<file path="src/rtl/vector_sum_reduce.sv">
// Serial dot-product reducer: captures one packed vector of DIM unsigned products and
// adds one element per cycle into an overflow-free sum, with valid/ready on both sides.
module vector_sum_reduce #(
  parameter int DIM = 10,
  parameter int W_P = 64
) (
  input  logic                                  Clock,
  input  logic                                  Reset,
  input  logic [DIM*W_P-1:0]                    in_vec,
  input  logic                                  in_valid,
  output logic                                  in_ready,
  output logic [W_P+$clog2(DIM)-1:0]            out_sum,
  output logic                                  out_valid,
  input  logic                                  out_ready
);

  localparam int W_OUT = W_P + $clog2(DIM);
  localparam int IDX_W = (DIM > 1) ? $clog2(DIM) : 1;
  localparam logic [IDX_W-1:0] IDX_LAST = IDX_W'(DIM - 1);

  typedef enum logic [1:0] {IDLE, ACCUM, DONE} state_t;

  state_t             state, state_nxt;
  logic [DIM*W_P-1:0] vec_buf;
  logic [W_OUT-1:0]   acc;
  logic [IDX_W-1:0]   idx;
  logic [W_P-1:0]     elem;
  logic [W_OUT-1:0]   acc_nxt;
  logic               accept;
  logic               last;

  function automatic logic [W_OUT-1:0] zext(input logic [W_P-1:0] e);
    return W_OUT'(e);
  endfunction

  assign in_ready = (state == IDLE) && !Reset;
  assign accept   = in_valid && in_ready;
  assign last     = (idx == IDX_LAST);
  assign elem     = vec_buf[W_P*idx +: W_P];
  assign acc_nxt  = acc + zext(elem);

  always_ff @(posedge Clock) begin
    if (Reset) state <= IDLE;
    else       state <= state_nxt;
  end

  always_comb begin
    state_nxt = state;
    case (state)
      IDLE:    if (accept) state_nxt = ACCUM;
      ACCUM:   if (last) state_nxt = DONE;
      DONE:    if (out_ready) state_nxt = IDLE;
      default: state_nxt = IDLE;
    endcase
  end

  // Datapath: capture into vec_buf so upstream may change in_vec after the handshake
  always_ff @(posedge Clock) begin
    if (Reset) begin
      acc       <= '0;
      idx       <= '0;
      out_valid <= 1'b0;
      out_sum   <= '0;
    end else begin
      case (state)
        IDLE: begin
          if (accept) begin
            vec_buf <= in_vec;
            acc     <= '0;
            idx     <= '0;
          end
        end
        ACCUM: begin
          acc <= acc_nxt;
          idx <= idx + 1'b1;
          if (last) begin
            out_sum   <= acc_nxt;
            out_valid <= 1'b1;
          end
        end
        DONE: begin
          if (out_ready) out_valid <= 1'b0;
        end
        default: ;
      endcase
    end
  end

endmodule
</file>
<file path="config.mk">
export PLATFORM = sky130hd
export DESIGN_NAME = vector_sum_reduce
export DESIGN_NICKNAME = d
export VERILOG_FILES = /design/src/rtl/vector_sum_reduce.sv
export SDC_FILE = /design/constraint.sdc
export NUM_CORES = 1
export LEC_CHECK = 0
export ABC_CLOCK_PERIOD_IN_PS = 18800
export BUFFER_PORTS_ARGS = -buffer_cell sky130_fd_sc_hd__buf_2
export CORE_AREA = 2 2 277 279
export DETAILED_ROUTE_END_ITERATION = 12
export DIE_AREA = 0 0 279 281
export PLACE_DENSITY = 0.67
export SETUP_SLACK_MARGIN = 0.5
export SLEW_MARGIN = 10
export SYNTH_ARGS = -nofsm -noshare
export SYNTH_HDL_FRONTEND = slang
export SYNTH_SLANG_ARGS = --single-unit
</file>
<file path="constraint.sdc">
create_clock -name Clock -period 18.8 [get_ports Clock]
set_input_delay 0.94 -clock Clock [delete_from_list [all_inputs] [get_ports Clock]]
set_output_delay 0.94 -clock Clock [all_outputs]
set_load 0.03 [all_outputs]
</file>
==> results of run 1 <==
==> layout by cell type (no fill, tap or decap), types with 13 or more instances in the layout <==
| cell | synthesis | final |
|---|---|---|
| a21o_1 | 35 | 35 |
| a21oi_1 | 161 | 161 |
| a22o_1 | 26 | 26 |
| a31oi_1 | 19 | 19 |
| buf_2 | 11 | 712 |
| buf_4 | 3 | 27 |
| clkbuf_1 | 92 | 20 |
| clkbuf_16 | 0 | 88 |
| dfxtp_1 | 143 | 139 |
| diode_2 | 0 | 13 |
| edfxtp_1 | 640 | 640 |
| ha_1 | 66 | 66 |
| inv_1 | 20 | 19 |
| mux2i_1 | 131 | 131 |
| mux4_2 | 128 | 128 |
| nand2_1 | 207 | 205 |
| nand3_1 | 37 | 37 |
| nand4_1 | 20 | 20 |
| nor2_1 | 77 | 76 |
| nor3_1 | 21 | 20 |
| o21ai_0 | 40 | 40 |
| o21bai_1 | 17 | 17 |
| o22ai_1 | 65 | 65 |
| xnor2_1 | 43 | 43 |
| xor2_1 | 22 | 22 |
==> metrics by stage <==
stage | instance area (µm²) | util (%) | hold WS [ns] | cells
after floorplan | 33200 | - | 0.430 | 2196
after global placement | 37600 | 49.9 | 0.442 | 3778
after detailed placement | 37600 | 49.9 | 0.444 | 3778
after CTS | 40400 | 53.6 | 0.417 | 3935
after global routing | 40500 | 53.6 | 0.426 | 3947
final | 40500 | 53.6 | 0.450 | 3948
==> registers in the layout (all words and copies together), names as in the netlist <==
register and cells:
out_valid 1, vec_buf 640, state 2, out_sum 68, acc 68, idx 4
==> routing by layer <==
layer  vias to the layer above  part of all wire [%]
met3                       184                   6.0
met5                         -                     0
li1                       9992                     -
met4                         0                   4.2
met1                     10800                    39
met2                       826                    51
==> kinds of logic after synthesis <==
kind of cell | Yosys count | share of synthesized area [%]
and+or+nand+nor | 419 | 5.76
muxes | 259 | 12.6
xor gates and xnor gates | 65 | 1.72
adders and majority gates | 67 | 2.55
DFF | 783 | 66.6
AOI/OAI and AO/OA | 447 | 8.72
buffers and inverters | 156 | 2.04
==> power by group <==
| part | total (µW) | leakage, µW | internal [µW] | switching, µW |
|---|---|---|---|---|
| Combinational | 627 | 0.00654 | 260 | 367 |
| Clock | 1660 | 0.00136 | 960 | 701 |
| Sequential | 2010 | 0.00709 | 1980 | 35.6 |
==> layout make-up <==
| class | instances | area [µm²] | share of cell area [%] |
|---|---|---|---|
| Sequential cell | 783 | 22100 | 54.6 |
| Multi-Input combinational cell | 1257 | 10400 | 25.8 |
| Timing Repair Buffer | 740 | 3790 | 9.36 |
| Clock buffer | 114 | 2350 | 5.82 |
| Tap cell | 978 | 1220 | 3.02 |
| Clock inverter | 43 | 454 | 1.12 |
| Inverter | 20 | 82.6 | 0.204 |
| Antenna cell | 13 | 32.5 | 0.0804 |
==> worst paths after layout <==
| kind | endpoint | startpoint | slack (ns) |
|---|---|---|---|
| setup / recovery | out_sum[52] | idx[0] | 13.04 |
| hold / removal | out_sum[46] | out_sum[46] | 0.45 |
| setup reg to reg | out_sum[52] | idx[0] | 13.04 |
| hold reg to reg | out_sum[46] | out_sum[46] | 0.45 |
==> critical path, delay by kind of cell, from the launching register on <==
family / cells / cell delay [ns]
and+or+nand+nor: 3 / 0.85
muxes: 2 / 0.72
buffers and inverters: 2 / 1.20
DFF: 1 / 0.68
adders and majority gates: 1 / 0.48
AOI/OAI and AO/OA: 6 / 1.63
==> results_dict.tcl, run 1 <==
set metrics [dict create \
    die_w_um 279 \
    cts_tree "yes" \
    synth_area_um2 33200 \
    p_total_uw 4300 \
    synth_edf_count 640 \
    via_per_inst 5.52 \
    slowest_stage "dfxtp_4" \
    grtUsageMet3_pct 4.18 \
    cts_buffers 86 \
    antenna_found_initial 11 \
    clk_latency_ns 0.65 \
    p_per_area_nw_per_um2 106 \
    core_um2 75400 \
    portBuffers 713 \
    worst_setup_path_start_kind "register" \
    cts_hold_buf 0 \
    syn_nets 2907 \
    ys.flop_type "edfxtp_1" \
    synth_top_area_cell "edfxtp_1" \
    seq_area_frac_synth_pct 66.6 \
    cap_violations 0 \
    cts.repair.resized 0 \
    initial_utilization_pct 44.0 \
    holdCritPathClass "reg -> reg" \
    drive_gt1_share_pct 35.1 \
    path_cells "buf_4 > buf_4 > mux4_2 > mux2i_1 > o22ai_1 > ha_1 > nand4_1 > nor4_1 > a21oi_1 > o21ai_2 > a31oi_1 > o21bai_2 > nor4b_1 > a211o_1" \
    postCtsSetupBuffers 0 \
    antenna_left 0 \
    fp-row-count 101 \
    grt_pass1_wl_um 136000 \
    die_y_um 281 \
    h-tree-depth 3 \
    grt.total_usage_pct 23.1 \
    slew_headroom_pct 7.02 \
    grt_max_degree 192 \
    yosysTopAreaCellShare_pct 57.9 \
    drtIter0Drc 1623 \
    wl_um 92800 \
    gp_routability_congestion 0.890 \
    dr.pass1.iters 5 \
    fin_crit_ns 5.76 \
    dieArea_um2 78400 \
    synth_seq_cells 783 \
    wl_per_cell_um 23.5 \
    ioPinCount 714 \
    final_max_slew_viol_count 0 \
    fin_worst_skew_ns 0.0441 \
    grt_pass1_vias 22500 \
    finalSetupViolCount 0 \
    cp_data_arrival_time_ns 6.28 \
    setup_tns_ns 0 \
    status "finished clean" \
    clock.fmax_mhz 174 \
    clkTransAtPathRegs_ns 0.06 \
    grtUsageMet2_pct 39.5 \
    synthCells 2196 \
    cts.path.max_buffers 3 \
    yosys-top-cells-count "edfxtp_1 (640), nand2_1 (207), a21oi_1 (161)" \
    avgSynthCellArea_um2 15.1 \
    post-route-drc-count 0 \
    area_delta_synth_final_pct 22.0 \
    crit_path_frequent_cell "buf_4" \
    dp_hpwl_um 67000 \
    ff2ff_path_depth 14 \
    hold_violations 0 \
    slowest_delay_ns 0.68 \
    cp-end-kind "register" \
    cts.sinks 783 \
    overflow 0 \
    yosysMostFrequentCell "edfxtp_1" \
    pre_cts_ws_ns 13.05 \
    path_class "reg -> reg" \
    met1_usage_pct 28.9 \
    worstHoldPathCells 2 \
    vias 21800 \
    layout.nets 3599 \
    worst_slew_pin_slew_ns 1.39 \
    ys_types 78 \
    fin_ws_ns 13.04 \
    cp.required_ns 19.32 \
    fin_crit_sh_pct 30.6 \
    p_leak_uw 0.0150 \
    peakVddDrop_uv 80.0 \
    async_flop_share_pct 0 \
    cts-root-buf "clkbuf_16" \
    synth.top_cells.by_area "edfxtp_1 (58%), mux4_2 (8.7%), dfxtp_1 (8.6%), mux2i_1 (4.0%), ha_1 (2.5%)" \
    fillers 6296 \
    ys_warn_count 0 \
    worstPathMaxFanout 32 \
    grt-busiest-layer "met2" \
    rsz0062_at_grt "false" \
]
Note: power is estimated with default switching activity, not from simulation.
==> inputs of run 2 (changes only) <==
ABC_AREA = 1   (was not set)
ABC_CLOCK_PERIOD_IN_PS = 5950   (was 18800)
PLACE_DENSITY = 0.7   (was 0.67)
clock period = 5.95 ns   (was 18.8 ns; I/O delays follow)
==> run 2 against run 1 <==
  * Combinational power grew to 5.1 times the previous value
  * Clock-buffer cell count shrank 11
  * Sequential share of layout area shrank 9.4 points
  * Clock skew shrank 0.0020 ns
  * Die area is the same
  * Non-clock buffer count grew 640
  * Clock power grew to 3.0 times the previous value
  * Design area grew 21%
  * Core utilization grew 11 points
==> results_dict.tcl, run 2 <==
set metrics [dict create \
    status "finished clean" \
    p_per_area_nw_per_um2 300 \
    drtIter0Drc 4712 \
    final_core_util_pct 64.8 \
    clk_latency_ns 0.67 \
    slowest_stage "buf_4" \
    grt_pass1_wl_um 207000 \
    final_common_cell "nand2_1" \
    dp_hpwl_um 93100 \
    ioPinCount 714 \
    ff2ff_path_depth 18 \
    multi_input_area_um2 11400 \
    fin_crit_sh_pct 78.0 \
    hold_violations 0 \
    r2r-end "acc[63]" \
    clock.fmax_mhz 215 \
    holdCritPathClass "in -> reg" \
    cts.repair.resized 0 \
    crit_path_frequent_cell "nand2_1" \
    rsz0062_at_grt "false" \
    via_per_inst 5.74 \
    cap_violations 0 \
    cp-end-kind "register" \
    cts.path.max_buffers 3 \
    path_delay_family "compound AO/OA/AOI/OAI gates" \
    cp-endpoint "acc[63]" \
    p_leak_uw 0.0204 \
    yosysMostFrequentCell "nand2_1" \
    initial_utilization_pct 46.9 \
    critPathBufInv 3 \
    wl_per_cell_um 24.7 \
    ys_types 45 \
    cts-root-buf "clkbuf_16" \
    core_um2 75400 \
    area_delta_synth_final_pct 38.1 \
    fillers 5581 \
    seq_area_frac_synth_pct 62.4 \
    grt_pass1_vias 33200 \
    cp.depth 18 \
    layout.nets 5567 \
    gp_routability_congestion 0.987 \
    post-route-drc-count 0 \
    cp-startpoint "idx[1]" \
    die_y_um 281 \
    largest_register "vec_buf" \
    cts_tree "yes" \
    placed_area_um2 39800 \
    cts.sinks 783 \
    h-tree-depth 3 \
    vias 34100 \
    ys_warn_count 0 \
    synth_seq_cells 783 \
    die_w_um 279 \
    p_total_uw 14600 \
    largest_reg_flops 640 \
    peakVddDrop_uv 277 \
    async_flop_share_pct 0 \
    final_cell_count_no_fill 5940 \
    largestRegisters "vec_buf: 640 flops, acc: 68 flops, out_sum: 68 flops" \
    grt_max_degree 229 \
    antenna_found_initial 51 \
    synth_edf_count 640 \
    grt.total_usage_pct 35.8 \
    dieArea_um2 78400 \
    synth_area_um2 35400 \
    drive_gt1_share_pct 19.0 \
    finalSetupViolCount 0 \
    yosysTopAreaCellShare_pct 54.3 \
    synthCells 3560 \
    slew_headroom_pct 18.9 \
    final_cell_mix "nand2_1 (732), buf_2 (712), dlygate4sd3_1 (641), edfxtp_1 (640), nor2_1 (514)" \
    ys.flop_type "edfxtp_1" \
    cp_data_arrival_time_ns 5.11 \
    overflow 0 \
    antenna_left 0 \
    r2r_start "idx[1]" \
    worstPathMaxFanout 85 \
    slowest_delay_ns 0.84 \
    reg2reg_slack_ns 1.31 \
    cts_buffers 82 \
    wl_um 146000 \
    dp.cells 5109 \
    avgSynthCellArea_um2 9.94 \
    clkTransAtPathRegs_ns 0.06 \
    cp.required_ns 6.42 \
    final_max_slew_viol_count 0 \
    worst_slew_pin_slew_ns 1.22 \
    fin_worst_skew_ns 0.0421 \
    syn_nets 4271 \
    fp-row-count 101 \
    synth_top_area_cell "edfxtp_1" \
    yosys-top-cells-count "nand2_1 (733), edfxtp_1 (640), nor2_1 (514)" \
    portBuffers 713 \
    finalInstanceArea_um2 48900 \
    path_cells "inv_4 > buf_4 > o21ai_0 > o221ai_1 > a31o_2 > ha_1 > nand2_1 > inv_1 > a21oi_1 > nor2_1 > nor2_1 > o21ai_1 > nand2_1 > nand2_1 > nand2_1 > nand3_1 > nand3_1 > a21oi_1" \
    dr.pass1.iters 6 \
    synth.top_cells.by_area "edfxtp_1 (54%), dfxtp_1 (8.1%), nand2_1 (7.8%), nor2_1 (5.5%), o21ai_0 (4.9%)" \
    path_class "reg -> reg" \
    worst_setup_path_start_kind "register" \
    regArea_um2 22100 \
    fin_crit_ns 4.64 \
    fin_hold_ws_ns 0.0576 \
]
==> run 2: cell types whose count changed in the layout (fill, tap and decap cells not counted), moves of 43 or more <==
cell / previous run / this run
dlygate4sd3_1: 0 / 641
nand3_1: 37 / 83
o22ai_1: 65 / 22
o21ai_0: 40 / 343
nor2_1: 76 / 514
nand2_1: 205 / 732
o221ai_1: 0 / 108
mux2i_1: 131 / 20
inv_1: 19 / 319
mux4_2: 128 / 0
==> run 2: tightest hold or removal path, delay by kind of cell <==
kind,cells,cell delay (ns)
buffers and inverters,1,0.08
and+or+nand+nor,2,0.27
==> run 2: report_power, final <==
| group | internal [µW] | total, µW | leakage (µW) | switching (µW) |
|---|---|---|---|---|
| Sequential | 6250 | 6380 | 0.00709 | 135 |
| Clock | 2700 | 5050 | 0.00123 | 2350 |
| Combinational | 1110 | 3210 | 0.0120 | 2100 |
==> run 2: cell type report <==
cell class / count / share of cell area [%]
inverter: 327 / 2.54
timing repair buffer: 1380 / 21.0
antenna: 48 / 0.246
clock inverter: 39 / 0.712
sequential: 783 / 45.2
multi-input combinational: 2282 / 23.3
tap: 978 / 2.50
clock buffer: 103 / 4.44
==> run 2: cells by family (layout without fill, tap and decap cells) <==
group,count (synthesis),count (layout),synth area share [%]
simple gates,1390,1390,15.5
flops,783,783,62.4
compound gates,772,772,12.9
buf+inv,495,1849,5.40
fa+ha+maj,67,67,2.39
xor+xnor,33,33,0.817
mux,20,20,0.566
other cells,0,48,0
==> run 2: what timing repair did <==
| action | CTS | global route |
|---|---|---|
| buffers inserted | 0 | 0 |
| endpoints found under the hold margin | 642 | 0 |
| hold buffers | 641 | 0 |
==> run 2: per-layer routing <==
layer	share of wire [%]	track usage (%)
met5	0.080	0
met2	45	56.7
met3	12	9.91
met1	36	44.0
met4	7.0	20.9
==> run 2: metrics by stage <==
| step | worst slack, ns | setup TNS [ns] |
|---|---|---|
| floorplan | -4.65 | -2979.15 |
| global placement | 1.51 | 0 |
| detailed placement | 1.48 | 0 |
| CTS | 1.46 | 0 |
| global route | 1.07 | 0 |
| finish | 1.31 | 0 |
==> run 2: how the worst min path moves through the flow <==
stage / start / slack, ns / cells after the start / endpoint
after CTS: in_valid / 0.003 / 3 / state[0]
after global placement: out_valid / 0.45 / 2 / out_valid
final: in_valid / 0.06 / 3 / state[0]
after global routing: in_valid / 0.02 / 3 / state[0]
after floorplan: in_vec[0] / 0.40 / 0 / vec_buf[0]
after detailed placement: out_sum[2] / 0.45 / 2 / out_sum[2]
